## src/rtl/wb_stage.sv

```systemverilog
// Write-back stage: registers ALU/link results and runs the req/ack
// data-memory read for loads before pulsing the register-file write.
module wb_stage #(
    parameter logic [15:0] TIMEOUT_CYCLES = 16'd255
) (
    input  logic        clk,
    input  logic        rst_n,
    input  logic        in_valid,
    output logic        in_ready,
    input  logic [5:0]  in_op,
    input  logic [5:0]  in_func,
    input  logic [4:0]  in_write_reg,
    input  logic [31:0] in_alu_result,
    input  logic [31:0] in_npc,
    output logic        mem_req,
    output logic [31:0] mem_addr,
    input  logic        mem_ack,
    input  logic [31:0] mem_rdata,
    output logic        reg_write,
    output logic [4:0]  write_reg,
    output logic [31:0] write_data,
    output logic        err
);

    localparam logic [0:0] IDLE     = 1'b0;
    localparam logic [0:0] MEM_WAIT = 1'b1;

    logic [0:0]  state;
    logic [15:0] cnt;
    logic        ld_byte;
    logic [1:0]  ld_off;
    logic [4:0]  ld_dst;

    logic        accept;
    logic        is_alu;
    logic        is_jal;
    logic        is_lw;
    logic        is_lb;
    logic        timeout_hit;
    logic [7:0]  sel_byte;
    logic [31:0] ld_value;

    assign in_ready = (state == IDLE);
    assign accept   = in_valid && in_ready;

    always_comb begin
        is_alu = 1'b0;
        is_jal = 1'b0;
        is_lw  = 1'b0;
        is_lb  = 1'b0;
        unique case (in_op)
            6'b000000: is_alu = (in_func != 6'b001000);
            6'b001000,
            6'b001001,
            6'b001100,
            6'b001101,
            6'b001110,
            6'b001111: is_alu = 1'b1;
            6'b000011: is_jal = 1'b1;
            6'b100011: is_lw  = 1'b1;
            6'b100000: is_lb  = 1'b1;
            default: ;
        endcase
    end

    // Little-endian byte lane picked by the latched address offset
    assign sel_byte = mem_rdata[{ld_off, 3'b000} +: 8];
    assign ld_value = ld_byte ? {{24{sel_byte[7]}}, sel_byte} : mem_rdata;

    assign timeout_hit = (TIMEOUT_CYCLES != 16'd0)
                      && ((cnt + 16'd1) == TIMEOUT_CYCLES);

    always_ff @(posedge clk or negedge rst_n) begin
        if (!rst_n) begin
            state      <= IDLE;
            cnt        <= 16'd0;
            ld_byte    <= 1'b0;
            ld_off     <= 2'b00;
            ld_dst     <= 5'd0;
            mem_req    <= 1'b0;
            mem_addr   <= 32'd0;
            reg_write  <= 1'b0;
            write_reg  <= 5'd0;
            write_data <= 32'd0;
            err        <= 1'b0;
        end else begin
            reg_write <= 1'b0;
            err       <= 1'b0;
            case (state)
                IDLE: begin
                    cnt <= 16'd0;
                    if (accept) begin
                        if ((is_alu || is_jal) && in_write_reg != 5'd0) begin
                            reg_write  <= 1'b1;
                            write_reg  <= in_write_reg;
                            write_data <= is_jal ? in_npc : in_alu_result;
                        end else if (is_lw || is_lb) begin
                            state    <= MEM_WAIT;
                            mem_req  <= 1'b1;
                            mem_addr <= {in_alu_result[31:2], 2'b00};
                            ld_byte  <= is_lb;
                            ld_off   <= in_alu_result[1:0];
                            ld_dst   <= in_write_reg;
                        end
                    end
                end
                MEM_WAIT: begin
                    // Ack takes priority over a timeout landing in the same cycle
                    if (mem_ack) begin
                        state   <= IDLE;
                        mem_req <= 1'b0;
                        cnt     <= 16'd0;
                        if (ld_dst != 5'd0) begin
                            reg_write  <= 1'b1;
                            write_reg  <= ld_dst;
                            write_data <= ld_value;
                        end
                    end else if (timeout_hit) begin
                        state   <= IDLE;
                        mem_req <= 1'b0;
                        cnt     <= 16'd0;
                        err     <= 1'b1;
                    end else begin
                        cnt <= cnt + 16'd1;
                    end
                end
                default: state <= IDLE;
            endcase
        end
    end

endmodule

```

## config.mk

```make
export PLATFORM = sky130hd
export DESIGN_NAME = wb_stage
export DESIGN_NICKNAME = d
export VERILOG_FILES = /design/src/rtl/wb_stage.sv
export SDC_FILE = /design/constraint.sdc
export NUM_CORES = 1
export LEC_CHECK = 0
export BUFFER_PORTS_ARGS = -buffer_cell sky130_fd_sc_hd__buf_2
export CELL_PAD_IN_SITES_DETAIL_PLACEMENT = 0
export CELL_PAD_IN_SITES_GLOBAL_PLACEMENT = 1
export CORE_MARGIN = 1
export CORE_UTILIZATION = 40
export DETAILED_ROUTE_END_ITERATION = 10
export GPL_TIMING_DRIVEN = 0
export PLACE_DENSITY = 0.9
export SYNTH_ARGS = -nofsm -noshare
export SYNTH_HDL_FRONTEND = slang
export SYNTH_SLANG_ARGS = --single-unit
```

## constraint.sdc

```tcl
create_clock -name clk -period 5.87 [get_ports clk]
set_clock_uncertainty 0.05 [all_clocks]
set_input_delay 1.174 -clock clk [delete_from_list [all_inputs] [get_ports clk]]
set_output_delay 1.174 -clock clk [all_outputs]
set_load 0.02 [all_outputs]
```

# == Word-level counts from Yosys, hierarchy flattened ==
# Index checks and enable logic that the tools add are counted.
# word_totals
register_bits,95
in_bits,117
out_inout_bits,73
wordCells,83
# op_classes
addsub,1
eq_ne,18
shift,1
mux,39
bitwise_logic,2
n_reduce_logical,11
# op_table
op,n
32-bit 2-to-1 mux,6
32-bit one-hot mux with 2 select lines,1
"6-bit by 4-bit equality test with 1-bit output, second input constant",6
16-bit 2-to-1 mux,2
16-bit one-hot mux with 2 select lines,1
32-bit by 6-bit variable part select with 8-bit output,1
1-bit 2-to-1 mux,20
5-bit 2-to-1 mux,4
"16-bit by 1-bit adder with 16-bit output, second input constant",1
"16-bit by 8-bit equality test with 1-bit output, second input constant",1
"6-bit equality test, second input constant",2
4-bit AND reduction,3
5-bit one-hot mux with 2 select lines,1
5-bit nonzero test,2
"2-bit by 1-bit inequality test with 1-bit output, second input constant",4
1-bit one-hot mux with 2 select lines,4
"6-bit by 2-bit equality test with 1-bit output, second input constant",1
6-bit logical NOT,1
"6-bit by 4-bit inequality test with 1-bit output, second input constant",1
6-bit OR reduction,1
"2-bit inequality test, second input constant",2
"3-bit by 2-bit inequality test with 1-bit output, second input constant",1
1-bit logical AND,2
1-bit logical OR,2
1-bit inverter,2

# == Longest topological paths before layout ==
# logic_depth
word_depth,8
ltp_mapped,8
depth_no_buf,7

# == Least setup slack after synthesis ==
# Ideal clock, no wire load.
# synth_path
path_kind,input port to flip-flop
start,input in_write_reg[2]
end,register write_reg[2]
setup_time_ns,0.125
t_arrival_ns,2.822
required_time_ns,5.695
setup_slack_ns,2.874
cell_stages,7
path_buffers,2
cell_sequence,or4_1 -> o211ai_1 -> a31oi_1 -> nor2_1 -> buf_2 -> buf_2 -> mux2_2
# synth_via
elab_chain_cells,4
word_cells_on_any_way,7
cone_classes,eq/ne (1); mux (3); reduce/logical (3)
# synth_rtl
element,line,source
start: declaration,12,"input logic [4:0] in_write_reg,"
5-bit nonzero test,93,if ((is_alu || is_jal) && in_write_reg != 5'd0) begin
1-bit logical AND,93,
2-bit by 1-bit inequality test with 1-bit output (no line),n/a,
4-bit AND reduction (no line),n/a,
end signal: assignment,95,write_reg <= in_write_reg;
end signal: assignment,115,write_reg <= ld_dst;
end: declaration,20,"output logic [4:0] write_reg,"
# Several ways; a longest one is shown, not always the timed one. The select of a mux whose other input is x is not followed.
# A chain may end at the register's enable or synchronous reset.

# == Worst setup path after layout ==
# layout_path
start,input in_op[2]
end,register write_data[19]
# layout_via
elab_chain_cells,7
word_cells_on_any_way,19
cone_classes,eq/ne (8); mux (6); reduce/logical (5)
# layout_rtl
element,line,source
start: declaration,10,"input logic [5:0] in_op,"
6-bit by 4-bit equality test with 1-bit output,51,unique case (in_op)
6-bit OR reduction,51,
1-bit one-hot mux with 2 select lines,51,
1-bit logical OR,93,
1-bit logical AND,93,
2-bit by 1-bit inequality test with 1-bit output (no line),n/a,
4-bit AND reduction (no line),n/a,
end signal: assignment,96,write_data <= is_jal ? in_npc : in_alu_result;
end signal: assignment,116,write_data <= ld_value;
end: declaration,21,"output logic [31:0] write_data,"
# Several ways; a longest one is shown, not always the timed one. The select of a mux whose other input is x is not followed.

==> results.txt <==
- Sequential cells were found to cover 45.65% of the synthesized design area.
- Distinct cells, synth: 47
- Along the worst path, the maximum fanout reaches 10.
- For this design the static power due to leakage is 3.493 nW.
* H-tree depth: 3
- Total grt overflow: 0
- Worst reg-to-reg setup slack: 2.96 ns
* Wire length after detailed routing: 15,800 um
- By area the synthesized netlist is led by sky130_fd_sc_hd__dfrtp_1 (46%), sky130_fd_sc_hd__mux2_2 (9.1%), sky130_fd_sc_hd__nand2_1 (8.9%).
* Share of synthesized flip-flops with an asynchronous set or reset: 100.0%
- For this design the top-level I/O count stands at 190.
* Pwr per Cell Area: 303.9 nW/um^2
- Synthesis produced 559 cells.
- Number of buffers inserted during clock tree synthesis: 9
- Number of antenna violations at the first check in global routing: 0
* Post-route fraction of the period consumed by the critical path: 53.64%
- Crit path to: write_data[19]
- For this design, the slowest cell found on the critical path is sky130_fd_sc_hd__clkbuf_1.
- Final instance count without filler cells: 935
- Via count of the first global-routing pass: 4,586
* TritonCTS clock tree: built
- Half-perimeter wire length of the detailed placement result: 12,350 um
- Total Power: 2.023 mW
- RSZ-0062 raised after global routing: no
- In this run the worst setup path begins at in_op[2].
* Met1 track demand over resource: 29.34%
- Largest registers: write_data: 32 flops, mem_addr: 30 flops, cnt: 16 flops
- Number of max-slew violations in the final report: 0
* Endpoint arrival time on the critical path: 3.32 ns
- The die is 116.1 um wide.
- Total number of yosys warnings: 0
- The number of antenna diodes in the final layout is 0.
* Chip Height: 116.1 um
* Worst Slack Setup Final: 2.721 ns
- Flops & latches, synth: 95
* Met3 track utilization from global routing: 5.708%
* First-pass GRT wire length: 23,770 um
- Walking the worst path, the cells encountered are buf_2, nor2_1, nand3_1, or3_1, clkbuf_1, clkbuf_1, mux2_2, o21ai_0, mux2i_1.
- Timing would allow up to 317.6 MHz.
* Routing usage on met2: 40.00%
- Final setup TNS: 0 ns
* Clock edge transition at the registers on the reported setup and hold paths: 0.06 ns
* Layer with the highest usage: met2
- Initial Util: 41.10%
- In the synthesized netlist the dominant register cell turns out to be sky130_fd_sc_hd__dfrtp_1.
- Pin count of the biggest net entering global routing: 49
* Remaining routing DRC violations: 0
- In the final routed layout, each cell accounts on average for 16.90 um.
- The die covers 13,480 um^2.
* CP required: 6.04 ns
- Worst setup EP type: flip-flop
- No sink is reached through more buffers than the 2 on the longest clock path.
- Clock network latency to the later pin of the worst-skew pair: 0.35 ns
- The first routing iteration left 181 violations.
- Setup violations remaining at the end of the flow were counted as 0.
- Summing every instance area after synthesis gives 5207 um^2.
- The tool flagged a number of max-cap violations equal to 0.
- Synth-to-layout area growth: 27.87%
- The startpoint identified for the worst register-to-register timing path is cnt[0].
- Tightest hold margin: 0.4212 ns
- The register with the most flip-flops in the layout has 32 of them.
- Worst r2r dst: cnt[4]
* Number of enable-type register cells in the synthesized netlist: 0
* Cell family with the largest share of critical-path delay: buffers and inverters
- Worst setup timing slack at the placement stage: 2.395 ns
* Register with the most flip-flops: write_data
- Placed instance count: 920
- Total global-route track usage: 23.80%
- Vias: 4,741
* Share of layout cells above drive strength 1: 33.94%
- The largest single stage delay on the critical path is 0.72 ns.
* Type of the worst setup path: input port to flip-flop
- In this run the core area contains 41 standard-cell rows.
* Startpoint types: input port
* Fillers: 1,227
- The run finished with clean final reports.
* Final weighted congestion of routability-driven global placement: 0.8858
* Core area: 12,670 um^2
* Number of gates on the worst path with buffers counted: 9
* Per-instance average area after synthesis: 9.316 um^2
- Final min period: 3.149 ns
- The worst pin sits at a relative slew slack of 39.70%.
- Gates resized during post-CTS repair numbered 0.
* Number of nets in the layout: 878
* Final hold violation count: 0
- Via-per-instance ratio: 5.071
- Buffers inserted during post-CTS setup optimization: 0
- Crit-path most repeated cell: sky130_fd_sc_hd__clkbuf_1
- Slew at the pin closest to its max-slew limit: 0.9045 ns
* Total clock sinks: 95
* Cell type with the highest aggregate area in the netlist: sky130_fd_sc_hd__dfrtp_1
- Buffers added on ports: 187
- Router iterations before antenna repair: 5
- The tree is rooted in a sky130_fd_sc_hd__clkbuf_16.
- Worst IR Drop VDD: 0.0002142 V
* Path category of the worst min-delay check: flip-flop to flip-flop
* Fraction of synthesized cell area taken by the top area cell type: 45.65%
- Hold repair after CTS inserted 0 buffers.
- R2R cell count: 8
- Once detail routing completed, the nets flagged for antenna violations numbered 0.
- Together, buffers and inverters on the worst path number 3.
-- cells by family after synthesis --
group,Yosys count,synth area share [%]
AO/OA/AOI/OAI,79,9.899
XOR/XNOR,16,2.691
adder cells (fa/ha/maj),2,0.4805
buffers and inverters,64,4.925
flip-flops,95,45.65
multiplexers,83,17.20
other,1,0.07201
AND/OR/NAND/NOR,219,19.08
-- worst min-delay path: cells and delay by family, from the launching register on --
| kind | cells | cell delay, ns |
|---|---|---|
| flops | 1 | 0.33 |
| simple gates | 2 | 0.11 |
-- how the worst min path moves through the flow --
stage,startpoint,endpoint,slack (ns),cells past startpoint
2_1_floorplan,ld_dst[0],ld_dst[0],0.41,2
3_3_place_gp,mem_addr[21],mem_addr[21],0.40,2
3_5_place_dp,mem_addr[8],mem_addr[8],0.41,2
4_1_cts,mem_addr[16],mem_addr[16],0.42,2
5_1_grt,mem_addr[25],mem_addr[25],0.44,2
6_report,mem_addr[20],mem_addr[20],0.42,2
-- layer usage --
metal,vias to the layer above,share of wire (%)
met5,-,0
met4,0,2.1
met3,21,6.2
met2,165,50
met1,2273,42
li1,2282,-
-- through the flow --
step                instance area [um^2]  utilization [%]
floorplan                           5211                -
finish                              6659            52.55
global placement                    6362            50.21
detailed placement                  6392            50.45
CTS                                 6659            52.55
global route                        6659            52.55
-- power by group --
part / switching [mW] / internal, mW / leakage [nW]
clock network: 0.251 / 0.296 / 0.125
logic: 0.371 / 0.238 / 2.16
registers: 0.0723 / 0.794 / 1.20
total: 0.695 / 1.33 / 3.49
-- area by class of cell --
cell class	count	area (um^2)	share of cell area (%)
well taps	172	215.2	3.232
flip-flops and latches	95	2377	35.70
plain buffers	41	170.2	2.555
repair buffers	188	965.9	14.51
clock buffers	12	246.5	3.702
inverters	23	86.33	1.297
clock inverters	3	20.02	0.3006
multi-input cells	401	2577	38.71
-- Yosys cell counts, drive strengths merged (3+ instances only) --
library cell and instances:
buf 10, a21oi 11, mux2i 40, nor2 41, o211ai 9, a31oi 9, or4 3, dfrtp 95
clkbuf 31, nand4 3, a22oi 18, mux2 42, nor3 5, nand3 9, inv 23, nand2b 21
nand2 123, xnor2 8, xor2 8, o21ai 25
-- placed cells by master, fill, tap and decap left out, types with 3 or more instances in the layout --
cell / Yosys / layout
sky130_fd_sc_hd__o21ai_0: 25 / 25
sky130_fd_sc_hd__nor2_1: 41 / 41
sky130_fd_sc_hd__mux2_2: 42 / 42
sky130_fd_sc_hd__buf_2: 5 / 191
sky130_fd_sc_hd__clkbuf_16: 0 / 9
sky130_fd_sc_hd__a22oi_1: 18 / 18
sky130_fd_sc_hd__a31oi_1: 9 / 9
sky130_fd_sc_hd__xnor2_1: 8 / 8
sky130_fd_sc_hd__a21oi_1: 11 / 11
sky130_fd_sc_hd__nor3_1: 5 / 5
sky130_fd_sc_hd__inv_1: 23 / 23
sky130_fd_sc_hd__nand2b_1: 21 / 21
sky130_fd_sc_hd__buf_4: 2 / 3
sky130_fd_sc_hd__nand3_1: 8 / 8
sky130_fd_sc_hd__mux2i_1: 40 / 40
sky130_fd_sc_hd__o211ai_1: 9 / 9
sky130_fd_sc_hd__clkbuf_1: 29 / 31
sky130_fd_sc_hd__xor2_1: 8 / 8
sky130_fd_sc_hd__buf_1: 3 / 3
sky130_fd_sc_hd__dfrtp_1: 95 / 95
sky130_fd_sc_hd__nand2_1: 123 / 123
(Power assumes the default switching activity.)
